`src/rtl/rv_wb_pkg.sv`:
```
// Shared types and sizing helpers for the Wishbone master arbiter.
package rv_wb_pkg;

  typedef enum logic [1:0] {
    IDLE = 2'd0,
    BUS  = 2'd1,
    RESP = 2'd2
  } wb_arb_state_t;

  function automatic int sel_width(input int data_width);
    return data_width / 8;
  endfunction

  function automatic int idx_width(input int channels);
    return (channels > 1) ? $clog2(channels) : 1;
  endfunction

  function automatic int cnt_width(input int timeout_cycles);
    return (timeout_cycles > 0) ? $clog2(timeout_cycles + 1) : 1;
  endfunction

endpackage

```
`src/rtl/rv_wb_arbiter_if.sv`:
```
// Channel-side req/ack bundle plus the Wishbone master bus of the arbiter.
interface rv_wb_arbiter_if #(
  parameter int CHANNELS   = 2,
  parameter int ADDR_WIDTH = 32,
  parameter int DATA_WIDTH = 32
);
  import rv_wb_pkg::*;

  localparam int SEL_WIDTH = sel_width(DATA_WIDTH);

  logic [CHANNELS-1:0]            i_ch_req;
  logic [CHANNELS-1:0]            i_ch_we;
  logic [CHANNELS*ADDR_WIDTH-1:0] i_ch_addr;
  logic [CHANNELS*DATA_WIDTH-1:0] i_ch_wdata;
  logic [CHANNELS*SEL_WIDTH-1:0]  i_ch_sel;
  logic [CHANNELS-1:0]            o_ch_ack;
  logic [CHANNELS-1:0]            o_ch_err;
  logic [DATA_WIDTH-1:0]          o_ch_rdata;

  logic [ADDR_WIDTH-1:0]          o_wb_adr;
  logic [DATA_WIDTH-1:0]          o_wb_dat;
  logic [DATA_WIDTH-1:0]          i_wb_dat;
  logic                           o_wb_we;
  logic [SEL_WIDTH-1:0]           o_wb_sel;
  logic                           o_wb_stb;
  logic                           o_wb_cyc;
  logic                           i_wb_ack;
  logic                           i_wb_err;

  // Arbiter side.
  modport master (
    input  i_ch_req, i_ch_we, i_ch_addr, i_ch_wdata, i_ch_sel,
    output o_ch_ack, o_ch_err, o_ch_rdata,
    output o_wb_adr, o_wb_dat, o_wb_we, o_wb_sel, o_wb_stb, o_wb_cyc,
    input  i_wb_dat, i_wb_ack, i_wb_err
  );

  // Requesters plus the Wishbone slave.
  modport slave (
    output i_ch_req, i_ch_we, i_ch_addr, i_ch_wdata, i_ch_sel,
    input  o_ch_ack, o_ch_err, o_ch_rdata,
    input  o_wb_adr, o_wb_dat, o_wb_we, o_wb_sel, o_wb_stb, o_wb_cyc,
    output i_wb_dat, i_wb_ack, i_wb_err
  );

endinterface

```
`src/rtl/rv_wb_arb_pick.sv`:
```
// Combinational channel picker: fixed lowest-index priority or round-robin
// starting after the last granted channel.
module rv_wb_arb_pick
  import rv_wb_pkg::*;
#(
  parameter int CHANNELS    = 2,
  parameter int ROUND_ROBIN = 0,
  localparam int GW         = idx_width(CHANNELS)
) (
  input  logic [CHANNELS-1:0] req,
  input  logic [GW-1:0]       last_grant,
  output logic [GW-1:0]       grant,
  output logic                any_req
);

  assign any_req = |req;

  if (CHANNELS == 1) begin : g_single
    logic unused_last_grant;
    assign unused_last_grant = ^last_grant;
    assign grant = '0;
  end else begin : g_multi
    always_comb begin
      int base;
      int idx;
      logic found;
      // NOTE: every variable gets a default before any branch so no latch is inferred.
      grant = '0;
      found = 1'b0;
      idx   = 0;
      base  = (ROUND_ROBIN != 0) ? int'(last_grant) + 1 : 0;
      for (int i = 0; i < CHANNELS; i++) begin
        idx = (base + i) % CHANNELS;
        if (!found && req[idx]) begin
          grant = GW'(idx);
          found = 1'b1;
        end
      end
    end
  end

endmodule

```
`src/rtl/rv_wb_arbiter.sv`:
```
// N-channel Wishbone classic master arbiter: registers the winning request,
// runs one framed cyc/stb transfer and returns a one-cycle ack/err pulse.
module rv_wb_arbiter
  import rv_wb_pkg::*;
#(
  parameter int CHANNELS       = 2,
  parameter int ADDR_WIDTH     = 32,
  parameter int DATA_WIDTH     = 32,
  parameter int ROUND_ROBIN    = 0,
  parameter int TIMEOUT_CYCLES = 255
) (
  input  logic            i_clk,
  input  logic            i_reset_n,
  rv_wb_arbiter_if.master bus
);

  localparam int SEL_WIDTH = sel_width(DATA_WIDTH);
  localparam int GW        = idx_width(CHANNELS);
  localparam int CNT_W     = cnt_width(TIMEOUT_CYCLES);
  localparam bit TO_EN     = (TIMEOUT_CYCLES != 0);
  localparam logic [CNT_W-1:0] TO_LAST =
    CNT_W'((TIMEOUT_CYCLES == 0) ? 0 : TIMEOUT_CYCLES - 1);

  wb_arb_state_t         state_q, state_d;
  logic [GW-1:0]         grant_q, grant_d;
  logic [GW-1:0]         last_grant_q, last_grant_d;
  logic [ADDR_WIDTH-1:0] adr_q, adr_d;
  logic [DATA_WIDTH-1:0] dat_q, dat_d;
  logic                  we_q, we_d;
  logic [SEL_WIDTH-1:0]  sel_q, sel_d;
  logic [DATA_WIDTH-1:0] rdata_q, rdata_d;
  logic                  err_flag_q, err_flag_d;
  logic [CNT_W-1:0]      cnt_q, cnt_d;

  logic [GW-1:0]         pick;
  logic                  any_req;
  logic                  timeout;

  rv_wb_arb_pick #(
    .CHANNELS    (CHANNELS),
    .ROUND_ROBIN (ROUND_ROBIN)
  ) u_pick (
    .req        (bus.i_ch_req),
    .last_grant (last_grant_q),
    .grant      (pick),
    .any_req    (any_req)
  );

  always_comb begin
    int g;
    state_d      = state_q;
    grant_d      = grant_q;
    last_grant_d = last_grant_q;
    adr_d        = adr_q;
    dat_d        = dat_q;
    we_d         = we_q;
    sel_d        = sel_q;
    rdata_d      = rdata_q;
    err_flag_d   = err_flag_q;
    cnt_d        = cnt_q;
    g            = int'(pick);
    timeout      = TO_EN && (cnt_q == TO_LAST);

    unique case (state_q)
      IDLE: begin
        if (any_req) begin
          grant_d      = pick;
          last_grant_d = pick;
          adr_d        = bus.i_ch_addr[g*ADDR_WIDTH +: ADDR_WIDTH];
          dat_d        = bus.i_ch_wdata[g*DATA_WIDTH +: DATA_WIDTH];
          sel_d        = bus.i_ch_sel[g*SEL_WIDTH +: SEL_WIDTH];
          we_d         = bus.i_ch_we[g];
          cnt_d        = '0;
          state_d      = BUS;
        end
      end
      BUS: begin
        cnt_d = cnt_q + CNT_W'(1);
        if (bus.i_wb_ack || bus.i_wb_err || timeout) begin
          // A watchdog abort returns zero rather than whatever floats on the bus.
          rdata_d    = timeout ? '0 : bus.i_wb_dat;
          err_flag_d = bus.i_wb_err | timeout;
          state_d    = RESP;
        end
      end
      RESP:    state_d = IDLE;
      default: state_d = IDLE;
    endcase
  end

  always_ff @(posedge i_clk or negedge i_reset_n) begin
    if (!i_reset_n) begin
      state_q      <= IDLE;
      grant_q      <= '0;
      last_grant_q <= GW'(CHANNELS - 1);
      adr_q        <= '0;
      dat_q        <= '0;
      we_q         <= 1'b0;
      sel_q        <= '0;
      rdata_q      <= '0;
      err_flag_q   <= 1'b0;
      cnt_q        <= '0;
    end else begin
      // NOTE: non-blocking assignments keep every flop sampling pre-edge values.
      state_q      <= state_d;
      grant_q      <= grant_d;
      last_grant_q <= last_grant_d;
      adr_q        <= adr_d;
      dat_q        <= dat_d;
      we_q         <= we_d;
      sel_q        <= sel_d;
      rdata_q      <= rdata_d;
      err_flag_q   <= err_flag_d;
      cnt_q        <= cnt_d;
    end
  end

  // Framing decodes straight from state so reset drops cyc/stb/ack without an edge.
  assign bus.o_wb_cyc   = (state_q == BUS);
  assign bus.o_wb_stb   = (state_q == BUS);
  assign bus.o_wb_adr   = adr_q;
  assign bus.o_wb_dat   = dat_q;
  assign bus.o_wb_we    = we_q;
  assign bus.o_wb_sel   = sel_q;
  assign bus.o_ch_rdata = rdata_q;
  assign bus.o_ch_ack   = (state_q == RESP) ? (CHANNELS'(1) << grant_q) : '0;
  assign bus.o_ch_err   = bus.o_ch_ack & {CHANNELS{err_flag_q}};

endmodule

```
`src/flat_wrapper.sv`:
```
// flat-port wrapper written by rule: the top's interface ports become plain ports
module rv_wb_arbiter_flat import rv_wb_pkg::*;
#(
  parameter int CHANNELS       = 2,
  parameter int ADDR_WIDTH     = 32,
  parameter int DATA_WIDTH     = 32,
  parameter int ROUND_ROBIN    = 0,
  parameter int TIMEOUT_CYCLES = 255
)
  (i_clk, i_reset_n, bus_i_ch_req, bus_i_ch_we, bus_i_ch_addr, bus_i_ch_wdata, bus_i_ch_sel, bus_o_ch_ack, bus_o_ch_err, bus_o_ch_rdata, bus_o_wb_adr, bus_o_wb_dat, bus_o_wb_we, bus_o_wb_sel, bus_o_wb_stb, bus_o_wb_cyc, bus_i_wb_dat, bus_i_wb_ack, bus_i_wb_err);
  rv_wb_arbiter_if #(.CHANNELS(CHANNELS), .ADDR_WIDTH(ADDR_WIDTH), .DATA_WIDTH(DATA_WIDTH)) bus_i ();
  input  logic i_clk;
  input  logic i_reset_n;
  input wire logic [$bits(bus_i.i_ch_req)-1:0] bus_i_ch_req;
  input wire logic [$bits(bus_i.i_ch_we)-1:0] bus_i_ch_we;
  input wire logic [$bits(bus_i.i_ch_addr)-1:0] bus_i_ch_addr;
  input wire logic [$bits(bus_i.i_ch_wdata)-1:0] bus_i_ch_wdata;
  input wire logic [$bits(bus_i.i_ch_sel)-1:0] bus_i_ch_sel;
  output wire logic [$bits(bus_i.o_ch_ack)-1:0] bus_o_ch_ack;
  output wire logic [$bits(bus_i.o_ch_err)-1:0] bus_o_ch_err;
  output wire logic [$bits(bus_i.o_ch_rdata)-1:0] bus_o_ch_rdata;
  output wire logic [$bits(bus_i.o_wb_adr)-1:0] bus_o_wb_adr;
  output wire logic [$bits(bus_i.o_wb_dat)-1:0] bus_o_wb_dat;
  output wire logic [$bits(bus_i.o_wb_we)-1:0] bus_o_wb_we;
  output wire logic [$bits(bus_i.o_wb_sel)-1:0] bus_o_wb_sel;
  output wire logic [$bits(bus_i.o_wb_stb)-1:0] bus_o_wb_stb;
  output wire logic [$bits(bus_i.o_wb_cyc)-1:0] bus_o_wb_cyc;
  input wire logic [$bits(bus_i.i_wb_dat)-1:0] bus_i_wb_dat;
  input wire logic [$bits(bus_i.i_wb_ack)-1:0] bus_i_wb_ack;
  input wire logic [$bits(bus_i.i_wb_err)-1:0] bus_i_wb_err;
  assign bus_i.i_ch_req = bus_i_ch_req;
  assign bus_i.i_ch_we = bus_i_ch_we;
  assign bus_i.i_ch_addr = bus_i_ch_addr;
  assign bus_i.i_ch_wdata = bus_i_ch_wdata;
  assign bus_i.i_ch_sel = bus_i_ch_sel;
  assign bus_o_ch_ack = bus_i.o_ch_ack;
  assign bus_o_ch_err = bus_i.o_ch_err;
  assign bus_o_ch_rdata = bus_i.o_ch_rdata;
  assign bus_o_wb_adr = bus_i.o_wb_adr;
  assign bus_o_wb_dat = bus_i.o_wb_dat;
  assign bus_o_wb_we = bus_i.o_wb_we;
  assign bus_o_wb_sel = bus_i.o_wb_sel;
  assign bus_o_wb_stb = bus_i.o_wb_stb;
  assign bus_o_wb_cyc = bus_i.o_wb_cyc;
  assign bus_i.i_wb_dat = bus_i_wb_dat;
  assign bus_i.i_wb_ack = bus_i_wb_ack;
  assign bus_i.i_wb_err = bus_i_wb_err;
  rv_wb_arbiter #(.CHANNELS(CHANNELS), .ADDR_WIDTH(ADDR_WIDTH), .DATA_WIDTH(DATA_WIDTH), .ROUND_ROBIN(ROUND_ROBIN), .TIMEOUT_CYCLES(TIMEOUT_CYCLES)) u_core (.i_clk(i_clk), .i_reset_n(i_reset_n), .bus(bus_i));
endmodule
```
`config.mk`:
```
export PLATFORM = sky130hd
export DESIGN_NAME = rv_wb_arbiter_flat
export DESIGN_NICKNAME = d
export VERILOG_FILES = /design/src/rtl/rv_wb_pkg.sv /design/src/rtl/rv_wb_arbiter_if.sv /design/src/rtl/rv_wb_arb_pick.sv /design/src/rtl/rv_wb_arbiter.sv /design/src/flat_wrapper.sv
export SDC_FILE = /design/constraint.sdc
export NUM_CORES = 1
export LEC_CHECK = 0
export CAP_MARGIN = 20
export CORE_MARGIN = 2
export CORE_UTILIZATION = 42
export CTS_CLUSTER_SIZE = 12
export DETAILED_ROUTE_END_ITERATION = 8
export GPL_TIMING_DRIVEN = 0
export PLACE_DENSITY_LB_ADDON = 0.05
export REMOVE_ABC_BUFFERS = 1
export SLEW_MARGIN = 25
export SYNTH_ARGS = -nofsm -noshare
export SYNTH_HDL_FRONTEND = slang
export SYNTH_HIERARCHICAL = 1
export SYNTH_SLANG_ARGS = --single-unit
```
`constraint.sdc`:
```
create_clock -name i_clk -period 2.5 [get_ports i_clk]
set_input_delay 0.375 -clock i_clk [delete_from_list [all_inputs] [get_ports i_clk]]
set_output_delay 0.375 -clock i_clk [all_outputs]
set_load 0.01 [all_outputs]
```
==> out/results.ini <==
[outcome]
status = finished clean

[timing]
fmax_mhz = 446
fin_ws_ns = 0.258
finalSetupTns_ns = 0
period_needed_ns = 2.24
max_slew.worst_pin.slew_ns = 0.617
clock_skew_ns = 0.00510
rsz0062_at_grt = false
min_period_over_period_pct = 89.7
slew_viol_final = 0
whs_ns = 0.475
relSlewSlack_pct = 58.9
finalHoldViolations = 0
setup_viol = 0

[clock_tree]
clk_pin_slew_ns = 0.05
clockBufferDepth = 2
insertion_delay_ns = 0.41
post-cts-setup-buffers = 0
numCtsBuffers = 17
cts_root_buf = clkbuf_16
cts_tree = done
clkSinkCount = 113
h-tree-depth = 4

[routing]
routed_wl_um = 15700
firstDrtPassIters = 4
ant_nets = 0
drt_iter0_markers = 224
drc = 0
routed-via-count = 4792
via_per_inst = 5.08
wire_per_inst_um = 16.6

[floorplanning]
io_pins = 283
rows = 40
dieArea_sq_um = 13200
initial_core_util_pct = 43.1
core_sq_um = 12000
fp.dieH_um = 115
die_x_um = 115

[critical_path]
crit_path_end_kind = output port
path_max_fanout = 22
crit_buf_inv = 2
crit_arrival_ns = 1.87
worstSetupPathType = register to output port
cp_top_family = buffers and inverters
critPathMaxStageDelay_ns = 0.56
startpoint_type = register
critical_path.cell_chain = nand2b_4 > inv_8 > clkdlybuf4s50_1
crit_required_ns = 2.12
slowest_stage = clkdlybuf4s50_1

[power]
power.leakage_nw = 3.71
irDropWorstVdd_uv = 507
power.density_nw_per_um2 = 1170

[place]
gp_congestion = 0.766
place.detailed.hpwl_um = 11500
port_buffers = 282
placed_area_sq_um = 8170
post-place-ws_ns = 0.0643
dpl.cell_count = 911

[global_route]
grt_overflow = 0
grt_pass1_vias = 4978
grt_pass1_wl_um = 24600
grt_max_degree = 58
grt_use_total_pct = 24.3
antenna_found_initial = 0

[cells_and_area]
finalNonFillerCells = 944
drive_gt1_share_pct = 6.65
syn_to_final_growth_pct = 72.1
num-fill-cells = 880
design_area_sq_um = 8900
diodes = 0
num-nets-final = 963
final_common_cell = clkdlybuf4s50_1
layout_common_cells = 281 x clkdlybuf4s50_1, 113 x dfrtp_1, 79 x nand2_1, 74 x mux2i_1, 64 x nor3_1

[logic_synthesis]
netlist_area_sq_um = 5170
synth_warnings = 6
avgSynthCellArea_sq_um = 10.0
synthCells = 515

[flow_run]
cap_violations = 0

[hold_path]
hold_path.class = register to register

==> state kept, by name, summed over array words and instances, names as in the netlist <==
register	cells
u_core/bus.o_ch_rdata	32
u_core/bus.o_wb_adr	32
u_core/bus.o_wb_dat	32
u_core/bus.o_wb_sel	4
u_core/bus.o_wb_we	1
u_core/cnt_q	8
u_core/err_flag_q	1
u_core/grant_q	1
u_core/state_q	2
==> timing repair <==
action                                  in CTS  in global routing
resized for setup                            3                  1
hold buffers                                 1                  0
endpoints found under the setup margin       2                  2
hold endpoints to repair                    56                  0
gates cloned                                 1                  0
==> worst min-delay path, delay by kind of cell (launching register included) <==
kind	cells	cell delay [ns]
AOI/OAI and AO/OA	1	0.05
DFF	1	0.34
and+or+nand+nor	1	0.04
==> power breakdown <==
part	total [W]	internal [W]	switching, W
combinational	0.00443	0.00232	0.00211
sequential	0.00319	0.00270	0.000493
clock	0.00281	0.00199	0.000816
total	0.0104	0.00701	0.00342
==> final cells by class <==
| type | instances | area (sq um) | area share, % |
|---|---|---|---|
| repair inverters | 1 | 6.26 | 0.0703 |
| well taps | 147 | 184 | 2.07 |
| clock inverters | 9 | 200 | 2.25 |
| clock buffers | 22 | 494 | 5.55 |
| multi-input cells | 356 | 2140 | 24.0 |
| flip-flops and latches | 113 | 2830 | 31.8 |
| repair buffers | 293 | 3030 | 34.0 |
| inverters | 3 | 18.8 | 0.211 |
==> final timing paths <==
path                                        startpoint                         to  slack [ns]  depth (start not counted)
min in group asynchronous                    i_reset_n    u_core/bus.o_wb_adr[21]        0.49                          2
worst min register to register  u_core/bus.o_wb_adr[1]     u_core/bus.o_wb_adr[1]        0.47                          2
worst min-delay path            u_core/bus.o_wb_adr[1]     u_core/bus.o_wb_adr[1]        0.47                          2
max in group asynchronous                    i_reset_n    u_core/bus.o_wb_adr[11]        1.34                          3
worst max register to register       u_core/state_q[1]  u_core/bus.o_ch_rdata[24]        0.69                          5
worst max-delay path                 u_core/state_q[1]               bus_o_wb_stb        0.26                          3
==> metrics by stage <==
step | total power (W) | utilization, %
floorplan | 0.00497 | -
global placement | 0.00731 | 66.2
detailed placement | 0.00759 | 68.1
CTS | 0.0105 | 74.0
global route | 0.0111 | 74.1
finish | 0.0104 | 74.1
==> per-layer routing <==
layer | track usage (%) | routed length, um | vias to the layer above
met4 | 8.27 | 245 | 0
met3 | 8.49 | 1250 | 20
met5 | 0 | 0 | -
met2 | 42.8 | 8190 | 184
met1 | 27.6 | 5980 | 2245
li1 | - | - | 2343
Note: power is estimated with default switching activity, not from simulation.
